==> src/rtl/lcd_page_buffer_if.sv <==
// lcd_page_buffer_if: bus between the LCD controller, the page buffer and the image ROM.
// Signals:
//   data_request - level request for a new tile (controller -> buffer)
//   addr         - tile address {image, page}, sampled when a request is accepted
//   rd_next      - one-cycle strobe: advance to the next column byte
//   data_ack     - tile ready; held high until data_request is low
//   data         - column byte at the current read pointer
//   mem_rd       - ROM read enable
//   mem_addr     - ROM byte address {tile, row[2:0], bytecol[2:0]}
//   mem_data     - ROM read data, valid one cycle after mem_rd/mem_addr
// Modports: master = controller/ROM side, slave = page buffer.
interface lcd_page_buffer_if #(
    parameter int unsigned ADDR_W = 7
);
    logic                  data_request;
    logic [ADDR_W-1:0]     addr;
    logic                  rd_next;
    logic                  data_ack;
    logic [7:0]            data;
    logic                  mem_rd;
    logic [ADDR_W+5:0]     mem_addr;
    logic [7:0]            mem_data;

    modport master (
        output data_request, addr, rd_next, mem_data,
        input  data_ack, data, mem_rd, mem_addr
    );

    modport slave (
        input  data_request, addr, rd_next, mem_data,
        output data_ack, data, mem_rd, mem_addr
    );
endinterface

==> src/rtl/lcd_page_buffer.sv <==
// lcd_page_buffer: fetches one 64x8-pixel tile from a row-major 1-bpp image ROM,
// transposes it into 64 KS0108 column bytes (bit r = pixel row r), acknowledges the
// tile, then serves the column bytes in order, advancing on rd_next.
// Ports:
//   clk   - clock
//   rst_n - asynchronous active-low reset
//   bus   - lcd_page_buffer_if.slave (request/ack/read side and ROM read side)
module lcd_page_buffer #(
    parameter int unsigned ADDR_W   = 7,
    parameter bit          MSB_LEFT = 1'b1
) (
    input  logic                clk,
    input  logic                rst_n,
    lcd_page_buffer_if.slave    bus
);
    localparam int unsigned MA_W  = ADDR_W + 6;
    localparam int unsigned IDX_W = 6;
    localparam int unsigned COLS  = 64;

    typedef enum logic [1:0] {
        S_IDLE,
        S_FETCH,
        S_ACK
    } state_t;

    state_t              r_state, w_state_nxt;
    logic                r_data_ack, w_data_ack_nxt;
    logic                r_mem_rd, w_mem_rd_nxt;
    logic [MA_W-1:0]     r_mem_addr, w_mem_addr_nxt;
    logic [ADDR_W-1:0]   r_tile, w_tile_nxt;
    logic [IDX_W-1:0]    r_idx, w_idx_nxt;
    logic [IDX_W-1:0]    w_idx_inc;
    logic [IDX_W-1:0]    r_rd_ptr;
    logic                w_cap;
    logic                w_last;
    logic [7:0]          w_src_bits;
    logic [7:0]          r_buf [COLS];

    assign w_idx_inc = r_idx + IDX_W'(1);

    // Source byte reordered so that bit k is the k-th pixel from the left.
    assign w_src_bits = MSB_LEFT ? {<<{bus.mem_data}} : bus.mem_data;

    // State register and fetch bookkeeping registers.
    always_ff @(posedge clk or negedge rst_n) begin
        if (!rst_n) begin
            r_state    <= S_IDLE;
            r_data_ack <= 1'b0;
            r_mem_rd   <= 1'b0;
            r_mem_addr <= '0;
            r_tile     <= '0;
            r_idx      <= '0;
        end else begin
            r_state    <= w_state_nxt;
            r_data_ack <= w_data_ack_nxt;
            r_mem_rd   <= w_mem_rd_nxt;
            r_mem_addr <= w_mem_addr_nxt;
            r_tile     <= w_tile_nxt;
            r_idx      <= w_idx_nxt;
        end
    end

    // Next-state and next-output logic. In FETCH, r_idx names the address presented
    // last cycle, whose ROM data is valid now and is captured on this edge.
    always_comb begin
        w_state_nxt    = r_state;
        w_data_ack_nxt = r_data_ack;
        w_mem_rd_nxt   = r_mem_rd;
        w_mem_addr_nxt = r_mem_addr;
        w_tile_nxt     = r_tile;
        w_idx_nxt      = r_idx;
        w_cap          = 1'b0;
        w_last         = 1'b0;
        unique case (r_state)
            S_IDLE: begin
                w_data_ack_nxt = 1'b0;
                if (bus.data_request) begin
                    w_tile_nxt     = bus.addr;
                    w_idx_nxt      = '0;
                    w_mem_rd_nxt   = 1'b1;
                    w_mem_addr_nxt = {bus.addr, IDX_W'(0)};
                    w_state_nxt    = S_FETCH;
                end
            end
            S_FETCH: begin
                w_cap = 1'b1;
                if (r_idx == IDX_W'(COLS - 1)) begin
                    w_last         = 1'b1;
                    w_mem_rd_nxt   = 1'b0;
                    w_data_ack_nxt = 1'b1;
                    w_state_nxt    = S_ACK;
                end else begin
                    w_idx_nxt      = w_idx_inc;
                    w_mem_addr_nxt = {r_tile, w_idx_inc};
                end
            end
            S_ACK: begin
                if (!bus.data_request) begin
                    w_data_ack_nxt = 1'b0;
                    w_state_nxt    = S_IDLE;
                end
            end
            default: begin
                w_state_nxt    = S_IDLE;
                w_data_ack_nxt = 1'b0;
                w_mem_rd_nxt   = 1'b0;
            end
        endcase
    end

    // Read pointer: cleared on the final capture (wins over rd_next), frozen in FETCH.
    always_ff @(posedge clk or negedge rst_n) begin
        if (!rst_n) begin
            r_rd_ptr <= '0;
        end else if (w_last) begin
            r_rd_ptr <= '0;
        end else if (bus.rd_next && (r_state != S_FETCH)) begin
            r_rd_ptr <= r_rd_ptr + IDX_W'(1);
        end
    end

    // Transpose: ROM byte (row r, bytecol b) lands in bit r of columns 8b..8b+7.
    always_ff @(posedge clk or negedge rst_n) begin
        if (!rst_n) begin
            for (int c = 0; c < COLS; c++) begin
                r_buf[c] <= '0;
            end
        end else if (w_cap) begin
            for (int k = 0; k < 8; k++) begin
                r_buf[{r_idx[2:0], 3'(k)}][r_idx[5:3]] <= w_src_bits[k];
            end
        end
    end

    assign bus.data_ack = r_data_ack;
    assign bus.mem_rd   = r_mem_rd;
    assign bus.mem_addr = r_mem_addr;
    assign bus.data     = r_buf[r_rd_ptr];

endmodule

==> src/flat_wrapper.sv <==
// flat-port wrapper written by rule: the top's interface ports become plain ports
module lcd_page_buffer_flat 
#(
    parameter int unsigned ADDR_W   = 7,
    parameter bit          MSB_LEFT = 1'b1
)
  (clk, rst_n, bus_data_request, bus_addr, bus_rd_next, bus_mem_data, bus_data_ack, bus_data, bus_mem_rd, bus_mem_addr);
  lcd_page_buffer_if #(.ADDR_W(ADDR_W)) bus_i ();
  input  logic clk;
  input  logic rst_n;
  input wire logic [$bits(bus_i.data_request)-1:0] bus_data_request;
  input wire logic [$bits(bus_i.addr)-1:0] bus_addr;
  input wire logic [$bits(bus_i.rd_next)-1:0] bus_rd_next;
  input wire logic [$bits(bus_i.mem_data)-1:0] bus_mem_data;
  output wire logic [$bits(bus_i.data_ack)-1:0] bus_data_ack;
  output wire logic [$bits(bus_i.data)-1:0] bus_data;
  output wire logic [$bits(bus_i.mem_rd)-1:0] bus_mem_rd;
  output wire logic [$bits(bus_i.mem_addr)-1:0] bus_mem_addr;
  assign bus_i.data_request = bus_data_request;
  assign bus_i.addr = bus_addr;
  assign bus_i.rd_next = bus_rd_next;
  assign bus_i.mem_data = bus_mem_data;
  assign bus_data_ack = bus_i.data_ack;
  assign bus_data = bus_i.data;
  assign bus_mem_rd = bus_i.mem_rd;
  assign bus_mem_addr = bus_i.mem_addr;
  lcd_page_buffer #(.ADDR_W(ADDR_W), .MSB_LEFT(MSB_LEFT)) u_core (.clk(clk), .rst_n(rst_n), .bus(bus_i));
endmodule
==> config.mk <==
export PLATFORM = sky130hd
export DESIGN_NAME = lcd_page_buffer_flat
export DESIGN_NICKNAME = d
export VERILOG_FILES = /design/src/rtl/lcd_page_buffer_if.sv /design/src/rtl/lcd_page_buffer.sv /design/src/flat_wrapper.sv
export SDC_FILE = /design/constraint.sdc
export NUM_CORES = 1
export LEC_CHECK = 0
export ABC_AREA = 1
export ABC_CLOCK_PERIOD_IN_PS = 3300
export CORE_UTILIZATION = 31
export CTS_BUF_LIST = sky130_fd_sc_hd__clkbuf_2
export DETAILED_ROUTE_END_ITERATION = 8
export GPL_TIMING_DRIVEN = 1
export PLACE_DENSITY_LB_ADDON = 0.2
export REMOVE_ABC_BUFFERS = 1
export SETUP_SLACK_MARGIN = 0.2
export SKIP_LAST_GASP = 1
export SLEW_MARGIN = 15
export SYNTH_ARGS = -nofsm -noshare
export SYNTH_HDL_FRONTEND = slang
export SYNTH_SLANG_ARGS = --single-unit
==> constraint.sdc <==
create_clock -name clk -period 3.3 [get_ports clk]
set_clock_uncertainty 0.2 [all_clocks]
set_input_delay 0.66 -clock clk [delete_from_list [all_inputs] [get_ports clk]]
set_output_delay 0.66 -clock clk [all_outputs]
set_load 0.1 [all_outputs]
== After elaboration in Yosys (flattened, before gate mapping) ==
Index checks and enable logic that the tools add are counted.
Widths: inputs -> output; s select.
Word-level totals
  word-level logic and storage cells: 178
  output and inout bits: 23
  input bits: 19
  register bits: 548
Cells by class
  equality and inequality tests: 8
  magnitude comparators: 19
  reduce and logical (&&, ||, !) cells: 18
  muxes and demuxes: 50
  add/subtract/negate cells: 2
  bitwise gates (word level): 10
Operators with widths (number)
  $bwmux 512: 8
  $demux 8 s6: 8
  $mux 8: 10
  $ge 7x7->1 const B: 9
  $not 6->7: 9
  $lt 7x1->1 const B: 8
  $bmux 8 s6: 1
  $mux 13: 2
  $pmux 13 s2: 1
  $mux 6: 4
  $add 6x1->6 const B: 2
  $pmux 6 s2: 1
  $logic_and 1x1->1: 10
  $reduce_and 3->1: 3
  $mux 1: 8
  $eq 6x6->1 const B: 1
  $mux 2: 3
  $ne 2x2->1 const B: 3
  $pmux 2 s3: 1
  $lt 3x4->1 const B: 1
  $ne 2x1->1 const B: 2
  $reduce_and 2->1: 2
  $reduce_bool 2->1: 2
  $demux 1 s3: 1
  other kinds (7): 7

== Depth between registers and ports, before layout ==
  depth after elaboration: 14
  mapped depth: 13
  depth with buffers taken out: 11

== Least setup slack after synthesis ==
No wires, ideal clock.
  path type: flip-flop to output port
  from: register u_core.r_rd_ptr[0]
  to: output port bus_data[5]
  data arrival time: 2.246 ns
  stages on the path, launching flop included: 13
  path slack: 0.194 ns
  required time: 2.440 ns
  path buffers: 3
  cells stage by stage: dfrtp_1 clkbuf_1 inv_2 clkbuf_1 clkbuf_1 nand2_1 nand3_1 nand3_1 nand3_1 nand3_1 nand2_1 nand2_1 nand2_1
Between the ends
  cells in the longest elaborated chain, start to end: 4
Ends and longest elaborated chain
  start, declared: RTL line lcd_page_buffer.sv:33  | logic [IDX_W-1:0] r_rd_ptr;
  start signal, assigned: RTL line lcd_page_buffer.sv:118  | r_rd_ptr <= r_rd_ptr + IDX_W'(1);
  $not 6->7 (not written as such): RTL line lcd_page_buffer.sv:138  | assign bus.data = r_buf[r_rd_ptr];
  $bmux 8 s6: RTL line lcd_page_buffer.sv:138
  $mux 8 (not written as such) (2 in series): RTL line lcd_page_buffer.sv:138
  end, declared: RTL line flat_wrapper.sv:16  | output wire logic [$bits(bus_i.data)-1:0] bus_data;
No other way between the ends. The select of a mux whose other input is x is not followed.

== Worst setup path after layout ==
  from: register u_core.r_rd_ptr[0]
  to: output port bus_data[1]
Same word-level chain as after synthesis.

==> impl_results.md <==
- Setup repair after global routing missed its margin: true
- Effective utilization at floorplan: between 30% and 40%
- Pre-CTS setup slack: between 0.2 and 0.3 ns
- Total Routing Usage GR: a little over a fifth
- Library cell used as clock root buffer: sky130_fd_sc_hd__clkbuf_2
- Initial antenna violation count: 1
- CP arrival: roughly 3.4 ns
- Number of cells produced by synthesis: approximately 3100
- Register-to-Register Setup Slack: around 0.61 ns
- Number of antenna-violating nets in the routed design: 0
- Share of final-layout standard cells stronger than drive strength 1: between 15 and 20%
- Register clock-pin slew on the reported worst setup and hold paths: about 0.11 ns
- Failing checks: negative setup slack
- Maximum root-to-sink buffer count: 3
- Cell types occupying the most area after synthesis: sky130_fd_sc_hd__dfrtp_1 55%, sky130_fd_sc_hd__nand2_1 21%, sky130_fd_sc_hd__o21ai_0 10%
- Cell Pwr Density: about 1100 nW/µm²
- Start-to-end type of the worst setup path: register to output pin
- Critical register-to-register path startpoint: u_core.r_state[0]$_DFFE_PN0P_
- Layer with the highest usage: met2
- Core area: slightly below 80000 µm²
- Clock Sinks: about 540
- Post-synth EDFFs: 0
- Placed wire-length estimate after detailed placement: approximately 42 mm
- YS warnings: 0
- Largest net degree at the start of global routing: 96
- Met2 layer usage reported by global route: between 30 and 40%
- TritonCTS Buffers: ~150
- Async set or reset register ratio after synthesis: between 90% and 100%
- CTS H-Tree Depth: 4
- Post-Route Hold Slack: approximately 0.26 ns
- Area of the die: between 80000 and 90000 µm²
- Worst-path fanout max: 6
- IR Drop Worst-Case VDD: 0.7110 mV
- Number of global-route vias before repair: 21380
- Number of distinct library cells after synthesis: 26
- Area share of the largest cell type after synthesis: 55.36%
- Cell with the most instances after synthesis: sky130_fd_sc_hd__nand2_1
- Via/cell ratio: between 4 and 5
- Startpoint Class: register
- Die X-Extent: between 200 and 300 µm
- Iteration-0 DRC Markers: between 1500 and 2000
- Number of endpoints with negative hold slack in the final report: 0
- Area growth from synthesis to final layout: 20.36%
- Mapped Avg Cell Area: a little under 8 µm²
- Main flop type after synthesis: sky130_fd_sc_hd__dfrtp_1
- Tightest Pin Transition: around 1.1 ns
- Max Clk Rate: roughly 0.24 GHz
- Sequential element share of the synthesized area: between 50% and 60%
- Overall via count from detail_route: between 20000 and 25000
- R2R Path End: u_core.r_tile[1]$_DFFE_PN0P_
- Met1 demand-to-capacity share in global routing: roughly 29%
- Number of buffers inserted by port buffering: ~40
- Wire length of the first global-routing pass: around 130 mm
- DIE HEIGHT: approximately 280 µm
- Post-layout minimum cycle time: between 4 and 5 ns
- Source-to-sink clock delay at the later pin of the worst-skew pair: around 1.3 ns
- Total number of nets in the final design: 3299
- Headroom to the max-slew limit: 26.07%
- Flops & latches, synth: approximately 540
- Period utilisation layout: 127.8%
- Run status: complete, but fails checks
- Pre-Repair DR Iteration Count: 5
- Drt drc: 0
- Ports: 42
- Met3 track demand over resource: ~4%
- TNS Setup: -6.999 ns
- Slew Limit Fails: 0
- Commonest cells post-synth: 1376 x sky130_fd_sc_hd__nand2_1, 542 x sky130_fd_sc_hd__dfrtp_1, 490 x sky130_fd_sc_hd__o21ai_0
- Number of maximum-capacitance constraint violations: 0
- Count of final setup violators: 8
- Area leader, netlist: sky130_fd_sc_hd__dfrtp_1
- Sum of overflow across all layers after global routing: 0
- Capturing element type of the critical path: output pin
- Sum of routed wire length over all layers: 82.75 mm
- Final worst setup slack: -0.9171 ns
- CTS tree: done
- Routed len/inst: 18.70 µm
- Path category of the worst min-delay check: input pin to async pin
- Synthesized cell area: approximately 24000 µm²
- Standard-cell rows: slightly above 100
- Reg2reg path depth: 6
- Static power due to leakage: roughly 15 nW
- Gpl congestion: 0.7441
- Required time of the critical path: about 2.4 ns
worst max-delay path by stage:
stage / startpoint / end
global route: u_core.r_rd_ptr[0]$_DFFE_PN0P_ / bus_data[1]
floorplan: u_core.r_rd_ptr[0]$_DFFE_PN0P_ / bus_data[3]
global placement: u_core.r_rd_ptr[0]$_DFFE_PN0P_ / bus_data[3]
CTS: u_core.r_rd_ptr[0]$_DFFE_PN0P_ / bus_data[2]
finish: u_core.r_rd_ptr[0]$_DFFE_PN0P_ / bus_data[1]
detailed placement: u_core.r_rd_ptr[0]$_DFFE_PN0P_ / bus_data[3]
critical path, stage by stage (launching register included):
cell and delay [ns]:
sky130_fd_sc_hd__dfrtp_4 0.52, sky130_fd_sc_hd__buf_6 0.13, sky130_fd_sc_hd__buf_6 0.12, sky130_fd_sc_hd__buf_12 0.14, sky130_fd_sc_hd__buf_16 0.15, sky130_fd_sc_hd__buf_12 0.15
sky130_fd_sc_hd__nand2_4 0.05, sky130_fd_sc_hd__nand2_2 0.05, sky130_fd_sc_hd__a21oi_2 0.13, sky130_fd_sc_hd__nand3_1 0.07, sky130_fd_sc_hd__nand3_1 0.08, sky130_fd_sc_hd__nand2_2 0.07
sky130_fd_sc_hd__nand2_2 0.08, sky130_fd_sc_hd__nand2_4 0.08, sky130_fd_sc_hd__buf_12 0.17
power by group:
part / total, mW / leakage [nW] / switching [mW] / internal [mW]
clock: 5.05 / 1.06 / 2.92 / 2.13
sequential: 10.9 / 5.75 / 1.52 / 9.39
combinational: 15.2 / 8.08 / 9.56 / 5.66
cell type report:
type / count / area, µm²
Antenna cell: 4 / 10.01
Clock buffer: 229 / 1146
Clock inverter: 30 / 217.7
Fill cell: 8278 / 48360
Inverter: 30 / 145.1
Multi-Input combinational cell: 2317 / 10170
Sequential cell: 542 / 13580
Tap cell: 1040 / 1301
Timing Repair Buffer: 231 / 2875
Timing Repair inverter: 3 / 40.04
registers in the layout, summed over array words and instances (netlist names):
register	count
u_core.r_state	2
u_core.r_rd_ptr	6
u_core.r_buf	512
u_core.bus.mem_rd	1
u_core.r_idx	5
u_core.r_tile	7
u_core.bus.data_ack	1
u_core.bus.mem_addr	8
what timing repair did:
action,in CTS,in global routing
endpoints found under the setup margin,14,8
hold buffers,27,0
gates resized for setup,72,38
pin swaps,20,24
cloned,17,3
setup buffers,20,7
endpoints found under the hold margin,621,0
metal layers:
layer / vias up / routed length (µm)
li1: 10560 / -
met1: 10560 / 39220
met2: 551 / 37390
met3: 157 / 4048
met4: 0 / 2091
met5: - / 0
cells by family (layout without fill, tap and decap cells):
| logic type | after synthesis | in the layout | share of synthesized area (%) |
|---|---|---|---|
| xor+xnor | 2 | 2 | 0.07151 |
| simple gates | 1713 | 1713 | 28.27 |
| compound gates | 600 | 600 | 12.30 |
| fa+ha+maj | 2 | 2 | 0.1021 |
| flops | 542 | 542 | 55.36 |
| buf+inv | 249 | 523 | 3.897 |
| other cells | 0 | 4 | 0 |
cell usage in the layout, fill, tap and decap left out, types with 6 or more instances in the layout:
cell type,count
sky130_fd_sc_hd__dfrtp_1,533
sky130_fd_sc_hd__a21oi_1,63
sky130_fd_sc_hd__a21oi_2,6
sky130_fd_sc_hd__nor2_1,24
sky130_fd_sc_hd__dfrtp_2,7
sky130_fd_sc_hd__inv_2,7
sky130_fd_sc_hd__o21ai_0,490
sky130_fd_sc_hd__dlygate4sd3_1,26
sky130_fd_sc_hd__nor3_2,10
sky130_fd_sc_hd__buf_16,19
sky130_fd_sc_hd__clkinv_1,25
sky130_fd_sc_hd__buf_4,111
sky130_fd_sc_hd__nand3_1,267
sky130_fd_sc_hd__clkbuf_2,229
sky130_fd_sc_hd__inv_1,13
sky130_fd_sc_hd__nand2_2,25
sky130_fd_sc_hd__o21ai_1,32
sky130_fd_sc_hd__nand3_2,18
sky130_fd_sc_hd__nand2_1,1356
sky130_fd_sc_hd__clkinv_2,9
sky130_fd_sc_hd__a31oi_1,7
sky130_fd_sc_hd__buf_6,10
sky130_fd_sc_hd__buf_12,38
sky130_fd_sc_hd__clkdlybuf4s50_1,17
metrics by stage:
stage / utilization, % / area [µm²] / instances / total power, mW
floorplan: - / 23660 / 2889 / 19.50
global placement: 34.25 / 26660 / 4089 / 24.12
detailed placement: 34.25 / 26660 / 4089 / 24.27
CTS: 37.48 / 29180 / 4412 / 30.96
global route: 37.87 / 29480 / 4425 / 33.66
finish: 37.88 / 29490 / 4426 / 31.17
Note: power is estimated with default switching activity, not from simulation.
